$ cat src/rtl/mem_access_unit_if.sv
// rtl/mem_access_unit_if.sv - pipeline and data-memory signal bundle for mem_access_unit
interface mem_access_unit_if #(
    parameter int ADDR_W = 32
);
    logic [ADDR_W-1:0] inAddress;
    logic [31:0]       inWriteData;
    logic              inMemRead;
    logic              inMemWrite;
    logic [1:0]        inSize;
    logic              inSignExt;
    logic [31:0]       inMemReadData;

    logic [ADDR_W-1:0] outMemAddress;
    logic [31:0]       outMemWriteData;
    logic              outMemRead;
    logic              outMemWrite;
    logic [31:0]       outReadData;
    logic              outStall;
    logic              outDone;
    logic              outMisaligned;

    modport slave (
        input  inAddress, inWriteData, inMemRead, inMemWrite, inSize, inSignExt, inMemReadData,
        output outMemAddress, outMemWriteData, outMemRead, outMemWrite,
        output outReadData, outStall, outDone, outMisaligned
    );

    modport master (
        output inAddress, inWriteData, inMemRead, inMemWrite, inSize, inSignExt, inMemReadData,
        input  outMemAddress, outMemWriteData, outMemRead, outMemWrite,
        input  outReadData, outStall, outDone, outMisaligned
    );
endinterface

$ cat src/rtl/mem_access_unit.sv
// rtl/mem_access_unit.sv - MEM-stage byte/half/word sequencer over a word-only data memory
// Define MEM_MISALIGN_TRAP_EN to flag and suppress misaligned half/word accesses.
module mem_access_unit #(
    parameter int ADDR_W    = 32,
    parameter int MEM_IDX_W = 5
) (
    input  logic             clk,
    input  logic             reset,
    mem_access_unit_if.slave bus
);
    typedef enum logic [1:0] {IDLE, RD, WR, DONE} state_t;

    state_t               state, stateNext;
    logic [MEM_IDX_W+1:0] capAddr;
    logic [MEM_IDX_W+1:0] idxAddr;
    logic [31:0]          capData;
    logic [31:0]          capWord;
    logic [31:0]          readData;
    logic [1:0]           capSize;
    logic                 capSign;
    logic                 capWrite;
    logic                 capMis;
    logic                 req;
    logic                 misNow;

    assign req = bus.inMemRead ^ bus.inMemWrite;

`ifdef MEM_MISALIGN_TRAP_EN
    always_comb begin
        misNow = 1'b0;
        if (bus.inSize[1])
            misNow = (bus.inAddress[1:0] != 2'b00);
        else if (bus.inSize[0])
            misNow = bus.inAddress[0];
    end
`else
    assign misNow = 1'b0;
`endif

    // Size 1x is a word, 01 a half, 00 a byte; half lanes look only at addr[1].
    function automatic logic [31:0] loadExtend(input logic [31:0] w, input logic [1:0] sz,
                                               input logic [1:0] a, input logic sx);
        logic [7:0]  b;
        logic [15:0] h;
        b = w[{a, 3'b000} +: 8];
        h = w[{a[1], 4'b0000} +: 16];
        if (sz[1])
            return w;
        else if (sz[0])
            return {{16{sx & h[15]}}, h};
        else
            return {{24{sx & b[7]}}, b};
    endfunction

    function automatic logic [31:0] storeMerge(input logic [31:0] w, input logic [31:0] d,
                                               input logic [1:0] sz, input logic [1:0] a);
        logic [31:0] r;
        r = w;
        if (sz[1])
            r = d;
        else if (sz[0])
            r[{a[1], 4'b0000} +: 16] = d[15:0];
        else
            r[{a, 3'b000} +: 8] = d[7:0];
        return r;
    endfunction

    always_comb begin
        stateNext = state;
        case (state)
            IDLE: begin
                if (req) begin
                    if (misNow)
                        stateNext = DONE;
                    else if (bus.inMemWrite && bus.inSize[1])
                        stateNext = WR;
                    else
                        stateNext = RD;
                end
            end
            RD:      stateNext = capWrite ? WR : DONE;
            WR:      stateNext = DONE;
            default: stateNext = IDLE;
        endcase
    end

    assign idxAddr = (state == IDLE) ? bus.inAddress[MEM_IDX_W+1:0] : capAddr;

    always_comb begin
        bus.outMemAddress                  = '0;
        bus.outMemAddress[MEM_IDX_W-1:0]   = idxAddr[MEM_IDX_W+1:2];
        bus.outMemWriteData                = storeMerge(capWord, capData, capSize, capAddr[1:0]);
        bus.outMemRead                     = (state == RD);
        bus.outMemWrite                    = (state == WR);
        bus.outReadData                    = readData;
        bus.outStall                       = req && (state != DONE);
        bus.outDone                        = (state == DONE);
        bus.outMisaligned                  = (state == DONE) && capMis;
    end

    always_ff @(posedge clk) begin
        if (reset) begin
            state    <= IDLE;
            capAddr  <= '0;
            capData  <= '0;
            capWord  <= '0;
            capSize  <= '0;
            capSign  <= 1'b0;
            capWrite <= 1'b0;
            capMis   <= 1'b0;
            readData <= '0;
        end else begin
            state <= stateNext;
            case (state)
                IDLE: begin
                    if (req) begin
                        capAddr  <= bus.inAddress[MEM_IDX_W+1:0];
                        capData  <= bus.inWriteData;
                        capSize  <= bus.inSize;
                        capSign  <= bus.inSignExt;
                        capWrite <= bus.inMemWrite;
                        capMis   <= misNow;
                        if (misNow && bus.inMemRead)
                            readData <= '0;
                    end
                end
                RD: begin
                    capWord <= bus.inMemReadData;
                    if (!capWrite)
                        readData <= loadExtend(bus.inMemReadData, capSize, capAddr[1:0], capSign);
                end
                default: ;
            endcase
        end
    end
endmodule

$ cat src/flat_wrapper.sv
// flat-port wrapper written by rule: the top's interface ports become plain ports
module mem_access_unit_flat 
#(
    parameter int ADDR_W    = 32,
    parameter int MEM_IDX_W = 5
)
  (clk, reset, bus_inAddress, bus_inWriteData, bus_inMemRead, bus_inMemWrite, bus_inSize, bus_inSignExt, bus_inMemReadData, bus_outMemAddress, bus_outMemWriteData, bus_outMemRead, bus_outMemWrite, bus_outReadData, bus_outStall, bus_outDone, bus_outMisaligned);
  mem_access_unit_if #(.ADDR_W(ADDR_W)) bus_i ();
  input  logic clk;
  input  logic reset;
  input wire logic [$bits(bus_i.inAddress)-1:0] bus_inAddress;
  input wire logic [$bits(bus_i.inWriteData)-1:0] bus_inWriteData;
  input wire logic [$bits(bus_i.inMemRead)-1:0] bus_inMemRead;
  input wire logic [$bits(bus_i.inMemWrite)-1:0] bus_inMemWrite;
  input wire logic [$bits(bus_i.inSize)-1:0] bus_inSize;
  input wire logic [$bits(bus_i.inSignExt)-1:0] bus_inSignExt;
  input wire logic [$bits(bus_i.inMemReadData)-1:0] bus_inMemReadData;
  output wire logic [$bits(bus_i.outMemAddress)-1:0] bus_outMemAddress;
  output wire logic [$bits(bus_i.outMemWriteData)-1:0] bus_outMemWriteData;
  output wire logic [$bits(bus_i.outMemRead)-1:0] bus_outMemRead;
  output wire logic [$bits(bus_i.outMemWrite)-1:0] bus_outMemWrite;
  output wire logic [$bits(bus_i.outReadData)-1:0] bus_outReadData;
  output wire logic [$bits(bus_i.outStall)-1:0] bus_outStall;
  output wire logic [$bits(bus_i.outDone)-1:0] bus_outDone;
  output wire logic [$bits(bus_i.outMisaligned)-1:0] bus_outMisaligned;
  assign bus_i.inAddress = bus_inAddress;
  assign bus_i.inWriteData = bus_inWriteData;
  assign bus_i.inMemRead = bus_inMemRead;
  assign bus_i.inMemWrite = bus_inMemWrite;
  assign bus_i.inSize = bus_inSize;
  assign bus_i.inSignExt = bus_inSignExt;
  assign bus_i.inMemReadData = bus_inMemReadData;
  assign bus_outMemAddress = bus_i.outMemAddress;
  assign bus_outMemWriteData = bus_i.outMemWriteData;
  assign bus_outMemRead = bus_i.outMemRead;
  assign bus_outMemWrite = bus_i.outMemWrite;
  assign bus_outReadData = bus_i.outReadData;
  assign bus_outStall = bus_i.outStall;
  assign bus_outDone = bus_i.outDone;
  assign bus_outMisaligned = bus_i.outMisaligned;
  mem_access_unit #(.ADDR_W(ADDR_W), .MEM_IDX_W(MEM_IDX_W)) u_core (.clk(clk), .reset(reset), .bus(bus_i));
endmodule
$ cat config.mk
export PLATFORM = sky130hd
export DESIGN_NAME = mem_access_unit_flat
export DESIGN_NICKNAME = d
export VERILOG_FILES = /design/src/rtl/mem_access_unit_if.sv /design/src/rtl/mem_access_unit.sv /design/src/flat_wrapper.sv
export SDC_FILE = /design/constraint.sdc
export NUM_CORES = 1
export LEC_CHECK = 0
export CAP_MARGIN = 20
export CORE_MARGIN = 1
export CORE_UTILIZATION = 45
export CTS_CLUSTER_DIAMETER = 120
export DETAILED_ROUTE_END_ITERATION = 10
export PLACE_DENSITY = 0.79
export SLEW_MARGIN = 15
export SYNTH_ARGS = -nofsm -noshare
export SYNTH_HDL_FRONTEND = slang
export SYNTH_SLANG_ARGS = --single-unit
$ cat constraint.sdc
create_clock -name clk -period 2.6 [get_ports clk]
set_clock_uncertainty 0.15 [all_clocks]
set_input_delay 0.26 -clock clk [delete_from_list [all_inputs] [get_ports clk]]
set_output_delay 0.26 -clock clk [all_outputs]
set_load 0.02 [all_outputs]
==> results.json, run 1 <==
{
  "arrival_ns": 2.18,
  "core-area_um2": 12700,
  "postSynthAreaPerCell_um2": 8.33,
  "finalPower_uw": 7340,
  "async_flop_share_pct": 0,
  "slew_viol_final": 0,
  "cp_slowest_cell": "dfxtp_1",
  "place.gp.congestion": 0.900,
  "crit_path_start_kind": "register",
  "synthFlopType": "dfxtp_1",
  "path_class": "register to output port",
  "min_period_ns": 2.59,
  "synthCells": 709,
  "register_area_um2": 2180,
  "wire_per_inst_um": 18.1,
  "cap_violations": 0,
  "worst_r2r_endpoint": "u_core.bus.outReadData[28]$_SDFFE_PP0P_",
  "crit_required_ns": 2.19,
  "switching_share_pct": 41.2,
  "io_buffers": 150,
  "via_count": 5780,
  "dr.pass1.iters": 5,
  "insertion_delay_ns": 0.35,
  "p_int_uw": 4310,
  "switchingPower_uw": 3030,
  "timing_hold_violations_final": 0,
  "ir_worst_vdd_v": 0.000491,
  "drive_above_1_share_pct": 12.6,
  "avgViaCountPerCell": 5.71,
  "clockBufferDepth": 2,
  "drt_wl_total_um": 18300,
  "startpoint": "u_core.capAddr[0]$_SDFFE_PP0P_",
  "dp_slack_ns": -0.0132,
  "route.top_layer_used": "met5",
  "grt_pass1_wl_um": 28000,
  "p_per_area_nw_per_um2": 957,
  "drtAntennaViolNets": 0,
  "ctsHtreeMaxLevel": 3,
  "clock_sinks": 109,
  "grt_max_degree": 46,
  "yosys-top-cells-area": "dfxtp_1 (37%), mux2i_1 (8.6%), nand2_1 (6.3%)",
  "crit_path_end_kind": "output port",
  "grt_setup_unrepaired": "true",
  "worstPathCellList": "inv_1 -> ha_1 -> and4_2 -> a221o_1 -> a22o_1 -> clkdlybuf4s15_2",
  "synth-seq-area-share_pct": 36.9,
  "die_area_um2": 13600,
  "root_buffer": "clkbuf_16",
  "diodes": 0,
  "met1_length_um": 7490,
  "r2r-start": "u_core.capAddr[1]$_SDFFE_PP0P_",
  "fill_cells": 1186,
  "p_seq_share_pct": 32.8,
  "wl_met3_um": 1770,
  "timing.setup.tns_ns": 0,
  "slowest_delay_ns": 0.33,
  "numCtsBuffers": 9,
  "holdPathStages": 2,
  "initial_core_util_pct": 46.4,
  "ios": 204,
  "synth_top_cell_by_area": "dfxtp_1",
  "grt_pass1_vias": 5313,
  "multi_input_area_um2": 3240,
  "yosysWarnings": 0,
  "synth-seq-cells": 109,
  "stdcell_area_um2": 7670,
  "max_freq_ghz": 0.387,
  "rows": 41,
  "ys_types": 48,
  "synth_edf_count": 0,
  "postPlaceCellArea_um2": 7440,
  "clk_pin_slew_ns": 0.07,
  "slew_headroom_pct": 47.8,
  "wl_met2_um": 8570,
  "hold_ws_ns": 0.142,
  "reg2reg_slack_ns": 0.33,
  "fin_crit_sh_pct": 99.5,
  "first_iter_violations": 574,
  "p_clk_share_pct": 18.5,
  "grt.total_usage_pct": 27.1,
  "area_growth_pct": 29.8,
  "hold-path-endpoint": "u_core.capWord[12]$_SDFFE_PP0N_",
  "drcViolationCount": 0,
  "dieWidth_um": 117,
  "overflow": 0,
  "r2r_cells": 6,
  "dp_hpwl_um": 13100,
  "setup_violations": 0,
  "die_h_um": 117,
  "hold_start": "reset",
  "worstMarginPinSlew_ns": 0.783,
  "finalWorstSetupSlack_ns": 0.0137,
  "cts_tree": "done",
  "hp-class": "primary input to register",
  "fin_nets": 948,
  "status": "complete, no violations",
  "syn_area_um2": 5910,
  "synth_top_area_share_pct": 36.9,
  "antenna_found_initial": 1,
  "power_leakage_uw": 0.00292,
  "cp_max_fo": 8,
  "combPwrFrac_pct": 48.7
}
==> critical path, delay by kind of cell, from the launching register on <==
family | cells | cell delay [ns]
AO/OA/AOI/OAI | 2 | 0.55
adder cells (fa/ha/maj) | 1 | 0.33
buffers and inverters | 2 | 0.34
flip-flops | 1 | 0.33
AND/OR/NAND/NOR | 1 | 0.29
==> cell usage after synthesis (22+ instances only) <==
cell type  count
a21oi_1       73
a221oi_1      33
buf_2         22
buf_4         34
clkbuf_1      23
dfxtp_1      109
inv_1         29
mux2i_1       51
nand2_1       99
nor2_1        62
o21ai_0       22
==> state kept, by name (all words and copies together) (netlist names) <==
register,count
u_core.capAddr,7
u_core.capSize,2
u_core.state,2
u_core.capWrite,1
u_core.capSign,1
u_core.capData,32
u_core.capWord,32
u_core.bus.outReadData,32
==> logic make-up (layout without fill, tap and decap cells) <==
logic type	after synthesis	count (layout)	synth area share, %
AND/OR/NAND/NOR	205	205	15.5
AO/OA/AOI/OAI	202	202	23.4
buffers and inverters	118	223	10.9
flip-flops	109	109	36.9
multiplexers	64	64	11.2
adder cells (fa/ha/maj)	9	9	1.91
other	1	28	0.0635
XOR/XNOR	1	1	0.148
==> repair_timing <==
item                       in CTS  in global routing
setup endpoints to repair      32                 32
resized for setup              82                 49
hold buffers                    0                  0
buffers inserted                0                  0
==> worst max path at each step <==
stage / to / slack, ns / cells after the start
after floorplan: bus_outMemWriteData[24] / 0.11 / 8
after global placement: bus_outMemWriteData[31] / 0.007 / 8
after detailed placement: bus_outMemWriteData[31] / -0.01 / 8
after CTS: bus_outMemWriteData[22] / -0.09 / 8
after global routing: bus_outMemWriteData[15] / -0.04 / 6
final: bus_outMemWriteData[15] / 0.01 / 6
==> cells in the final DEF (no fill, tap or decap), types with 11 or more instances in the layout <==
cell type        instances
a211oi_1                12
a21oi_1                 73
a221oi_1                26
a22o_1                  16
and3_1                  16
buf_2                   11
buf_4                   25
clkbuf_2                14
clkdlybuf4s50_1        117
conb_1                  28
dfxtp_1                107
inv_1                   29
mux2_2                  12
mux2i_1                 51
nand2_1                 99
nand3b_1                12
nor2_1                  59
o21ai_0                 22
o22ai_1                 16
==> metal layers <==
layer / vias up / track usage [%]
met3: 46 / 7.47
li1: 2726 / -
met2: 276 / 44.2
met4: 2 / 9.28
met5: - / 0
met1: 2730 / 34.4
==> layout make-up <==
type	count	share of cell area [%]
Timing Repair Buffer	177	21.1
Multi-Input combinational cell	509	42.3
Sequential cell	109	28.5
Clock buffer	13	3.65
Clock inverter	3	0.228
Tap cell	172	2.81
Inverter	30	1.47
==> power groups by stage <==
stage	combinational, uW	clock (uW)	sequential (uW)
4_1_cts	3610	1380	2390
6_report	3580	1360	2410
3_3_place_gp	3640	0	2410
5_1_grt	3860	1440	2440
3_5_place_dp	3670	0	2420
2_1_floorplan	2290	0	2430
==> stage by stage <==
step / instances / utilization (%)
final: 1013 / 60.3
after global routing: 1013 / 60.3
after CTS: 1013 / 60.9
after detailed placement: 997 / 58.5
after global placement: 997 / 58.5
after floorplan: 736 / -
(Power assumes the default switching activity.)
==> run 2, diff against run 1 <==
CORE_UTILIZATION = 35   (was 45)
PLACE_DENSITY = 0.63   (was 0.79)
SLEW_MARGIN = 10   (was 15)
==> run 2 against run 1 <==
Against the previous run: critical path depth grew 1; flip-flop and latch count is the same; first-iteration DRC count shrank 23%; combinational power is essentially flat; critical path type unchanged; maximum frequency grew 2.6%; worst hold slack gained 0.082 ns; clock power grew 8%; die area grew 28%; sequential power is essentially flat.
==> results.json, run 2 (synthesized netlist as in run 1, its figures left out) <==
{
  "r2r-start": "u_core.capAddr[1]$_SDFFE_PP0P_",
  "clock_sinks": 109,
  "dp_hpwl_um": 13500,
  "dr.pass1.iters": 8,
  "min_period_ns": 2.52,
  "drive_above_1_share_pct": 10.9,
  "ios": 204,
  "dieWidth_um": 132,
  "grt_pass1_vias": 4949,
  "via_count": 5589,
  "clk_pin_slew_ns": 0.07,
  "first_iter_violations": 441,
  "rows": 47,
  "antenna_found_initial": 0,
  "slew_viol_final": 0,
  "place.gp.congestion": 0.826,
  "drt_wl_total_um": 19200,
  "timing.setup.tns_ns": 0,
  "cts_setup_buffers": 0,
  "status": "complete, no violations",
  "crit_required_ns": 2.19,
  "cts_tree": "done",
  "timing_hold_violations_final": 0,
  "r2r_cells": 7,
  "wire_per_inst_um": 18.1,
  "io_buffers": 150,
  "max_freq_ghz": 0.397,
  "worst_r2r_endpoint": "u_core.bus.outReadData[8]$_SDFFE_PP0P_",
  "diodes": 0,
  "fin_nets": 948,
  "core-area_um2": 16500,
  "final_common_cell": "clkdlybuf4s50_1",
  "root_buffer": "clkbuf_16",
  "placed_cells": 1045,
  "cp_max_fo": 8,
  "power_leakage_uw": 0.00294,
  "worstPathCellList": "inv_2 -> ha_4 -> inv_1 -> buf_4 -> a41o_2 -> a22o_1 -> dlygate4sd2_1",
  "die_h_um": 132,
  "initial_core_util_pct": 35.8,
  "clockBufferDepth": 2,
  "final_cells": 1061,
  "grt.total_usage_pct": 21.9,
  "grt_pass1_wl_um": 29200,
  "p_per_area_nw_per_um2": 961,
  "grt_max_degree": 104,
  "numCtsBuffers": 9,
  "insertion_delay_ns": 0.35,
  "layout_common_cells": "clkdlybuf4s50_1 (117), dfxtp_1 (107), nand2_1 (99)",
  "avgViaCountPerCell": 5.27,
  "drtAntennaViolNets": 0,
  "crit_path_end_kind": "output port",
  "hp-class": "primary input to register",
  "fin_crit_sh_pct": 97.0,
  "ctsHoldBuffers": 0,
  "slowest_delay_ns": 0.35,
  "arrival_ns": 2.11,
  "drcViolationCount": 0,
  "endpoint": "bus_outMemWriteData[0]",
  "overflow": 0,
  "cp_slowest_cell": "dfxtp_1",
  "slew_headroom_pct": 47.5,
  "ctsHtreeMaxLevel": 3,
  "area_growth_pct": 31.9,
  "ir_worst_vdd_v": 0.000383,
  "path_class": "register to output port",
  "crit_path_start_kind": "register",
  "worstMarginPinSlew_ns": 0.787,
  "setup_violations": 0,
  "die_area_um2": 17400,
  "cap_violations": 0,
  "reg2reg_slack_ns": 0.15,
  "startpoint": "u_core.capAddr[0]$_SDFFE_PP0P_"
}
## run 2: how the worst min path moves through the flow
stage / start / endpoint / slack [ns] / depth (start not counted)
final: reset / u_core.bus.outReadData[7]$_SDFFE_PP0P_ / 0.22 / 4
after global routing: reset / u_core.bus.outReadData[4]$_SDFFE_PP0P_ / 0.25 / 4
after detailed placement: u_core.capData[22]$_SDFFE_PP0P_ / u_core.capData[22]$_SDFFE_PP0P_ / 0.30 / 2
after floorplan: bus_inAddress[2] / u_core.capAddr[2]$_SDFFE_PP0P_ / 0.25 / 2
after CTS: reset / u_core.bus.outReadData[7]$_SDFFE_PP0P_ / 0.21 / 4
after global placement: u_core.capAddr[2]$_SDFFE_PP0P_ / u_core.capAddr[2]$_SDFFE_PP0P_ / 0.29 / 2
## run 2: final cells by class
cell class	instances	area (um^2)
clock buffers	12	236
inverters	30	113
multi-input cells	509	3230
repair buffers	177	1680
well taps	220	275
fillers	1662	8730
clock inverters	4	72.6
flip-flops and latches	109	2180
## run 2: critical path, delay by kind of cell (launching register included)
kind	cells	cell delay, ns
adders and majority gates	1	0.27
DFF	1	0.35
AOI/OAI and AO/OA	2	0.57
buffers and inverters	4	0.57
## run 2: layer usage
metal  part of all wire, %  GRT usage (%)  vias to the layer above
li1                      -              -                     2720
met4                   1.4           6.14                        0
met5                     0              0                        -
met3                   6.7           3.58                       17
met1                    47           31.1                     2617
met2                    45           34.0                      235
## run 2: stage by stage
step | utilization [%] | worst slack, ns | hold slack [ns] | cell area [um^2] | power (uW)
2_1_floorplan | - | 0.112 | 0.246 | 6010 | 4720
3_3_place_gp | 45.5 | -0.0194 | 0.290 | 7510 | 6130
3_5_place_dp | 45.5 | -0.0214 | 0.296 | 7510 | 6160
4_1_cts | 47.1 | -0.0136 | 0.213 | 7770 | 7510
5_1_grt | 47.1 | -0.000600 | 0.248 | 7790 | 7910
6_report | 47.1 | 0.0790 | 0.223 | 7790 | 7480
## run 2: what timing repair did
item                       4_1_cts  5_1_grt
setup endpoints to repair       32       38
cloned                           0        0
pin swaps                        0        1
hold endpoints to repair         0        0
resized for setup              102       12
## run 2: report_power, final
group | internal [uW] | switching (uW)
logic | 1540 | 2060
registers | 2050 | 360
clock network | 845 | 629
total | 4440 | 3050
==> run 3, diff against run 2 <==
CORE_UTILIZATION = 46   (was 35)
PLACE_DENSITY = 0.8   (was 0.63)
SETUP_SLACK_MARGIN = 0.02   (was unset)
==> run 3 against run 2 <==
Against the previous run: combinational power hardly changed; clock-buffer cell count is 2 lower; critical endpoint is now bus_outMemWriteData[9]; critical path type unchanged; setup slack lost 0.011 ns.
==> results.json, run 3 (synthesized netlist as in run 1, its figures left out) <==
{
  "first_iter_violations": 650,
  "worstMarginPinSlew_ns": 0.779,
  "placed_cells": 1001,
  "stdcell_area_um2": 7730,
  "ctsHoldBuffers": 0,
  "hold_ws_ns": 0.190,
  "dp_hpwl_um": 12800,
  "grt_pass1_vias": 5175,
  "grt_max_degree": 57,
  "arrival_ns": 2.12,
  "overflow": 0,
  "final_cells": 1017,
  "final_common_cell": "clkdlybuf4s50_1",
  "fin_crit_sh_pct": 97.4,
  "path_class": "register to output port",
  "max_freq_ghz": 0.395,
  "core-area_um2": 12600,
  "crit_required_ns": 2.19,
  "worstPathCellList": "buf_4 -> ha_1 -> and4_4 -> a221o_1 -> a22o_1 -> dlygate4sd2_1",
  "numCtsBuffers": 9,
  "root_buffer": "clkbuf_16",
  "diodes": 0,
  "wire_per_inst_um": 17.5,
  "crit_path_start_kind": "register",
  "area_growth_pct": 30.9,
  "die_area_um2": 13300,
  "slew_viol_final": 0,
  "antenna_found_initial": 0,
  "clockBufferDepth": 2,
  "grt.total_usage_pct": 26.9,
  "grt_setup_unrepaired": "true",
  "fin_nets": 952,
  "finalWorstSetupSlack_ns": 0.0678,
  "timing_hold_violations_final": 0,
  "avgViaCountPerCell": 5.65,
  "place.gp.congestion": 0.887,
  "clock_sinks": 109,
  "grt_use_met3_pct": 6.54,
  "clk_pin_slew_ns": 0.07,
  "ctsHtreeMaxLevel": 3,
  "dieWidth_um": 115,
  "cp_top_family": "compound AO/OA/AOI/OAI gates",
  "dp_slack_ns": -0.0447,
  "grt_pass1_wl_um": 27400,
  "slew_headroom_pct": 48.0,
  "critical_path_buf_inv_count": 2,
  "insertion_delay_ns": 0.34,
  "status": "complete, no violations",
  "cap_violations": 0,
  "cp_slowest_cell": "dfxtp_1",
  "postPlaceCellArea_um2": 7470,
  "slowest_delay_ns": 0.32,
  "grt_most_used_layer": "met2",
  "drive_above_1_share_pct": 12.1,
  "io_buffers": 150,
  "hp-class": "primary input to register",
  "ir_worst_vdd_v": 0.000434,
  "layout_common_cells": "clkdlybuf4s50_1 (117), dfxtp_1 (107), nand2_1 (99)",
  "via_count": 5749,
  "drtAntennaViolNets": 0,
  "die_h_um": 115,
  "p_per_area_nw_per_um2": 947,
  "cp_max_fo": 9,
  "use_met1_pct": 36.0,
  "setup_violations": 0,
  "initial_core_util_pct": 47.0,
  "drcViolationCount": 0,
  "groute.layer.met2.usage_pct": 42.2,
  "cts_tree": "done",
  "crit_path_end_kind": "output port",
  "ios": 204,
  "rows": 41,
  "power_leakage_uw": 0.00296,
  "drt_wl_total_um": 17800,
  "dr.pass1.iters": 5,
  "min_period_ns": 2.53
}
==> run 3: repair_timing <==
item                                    CTS  global route
gates resized for setup                  96            23
setup buffers                             0             0
gates cloned                              0             0
pin swaps                                 0             1
endpoints found under the setup margin   32            32
==> run 3: final cells by class <==
type,instances,area (um^2)
well taps,172,215
clock inverters,6,47.5
multi-input cells,509,3260
fillers,1132,4830
inverters,30,113
flip-flops and latches,109,2180
clock buffers,10,229
repair buffers,181,1690
==> run 3: path summary, 6_finish.rpt <==
path	from	endpoint	slack (ns)	depth (start not counted)
max	u_core.capAddr[0]$_SDFFE_PP0P_	bus_outMemWriteData[9]	0.07	6
min	reset	u_core.bus.outReadData[7]$_SDFFE_PP0P_	0.19	4
max reg2reg	u_core.state[1]$_SDFFE_PP0P_	u_core.bus.outReadData[15]$_SDFFE_PP0P_	0.50	7
min reg2reg	u_core.capData[19]$_SDFFE_PP0P_	u_core.capData[19]$_SDFFE_PP0P_	0.31	2
==> run 3: tightest hold or removal path, stage by stage <==
cell and delay, ns:
buf_4 0.10, inv_1 0.13, o21ai_0 0.11, nor2_1 0.04
==> run 3: per-stage QoR <==
stage	utilization [%]	power, uW	TNS [ns]
global route	61.5	7750	0
global placement	59.4	6060	-0.0187
floorplan	-	4720	0
finish	61.5	7330	0
CTS	61.4	7290	0
detailed placement	59.4	6120	-0.0447
==> run 3: layer usage <==
| layer | up-vias | routed length [um] |
|---|---|---|
| met5 | - | 0 |
| met4 | 0 | 524 |
| met2 | 299 | 8060 |
| met3 | 43 | 1740 |
| met1 | 2668 | 7510 |
| li1 | 2739 | - |
==> run 3: report_power, final <==
group / internal (uW) / total, uW / switching, uW
logic: 1550 / 3600 / 2050
clock network: 659 / 1320 / 656
registers: 2050 / 2420 / 364
total: 4260 / 7330 / 3070
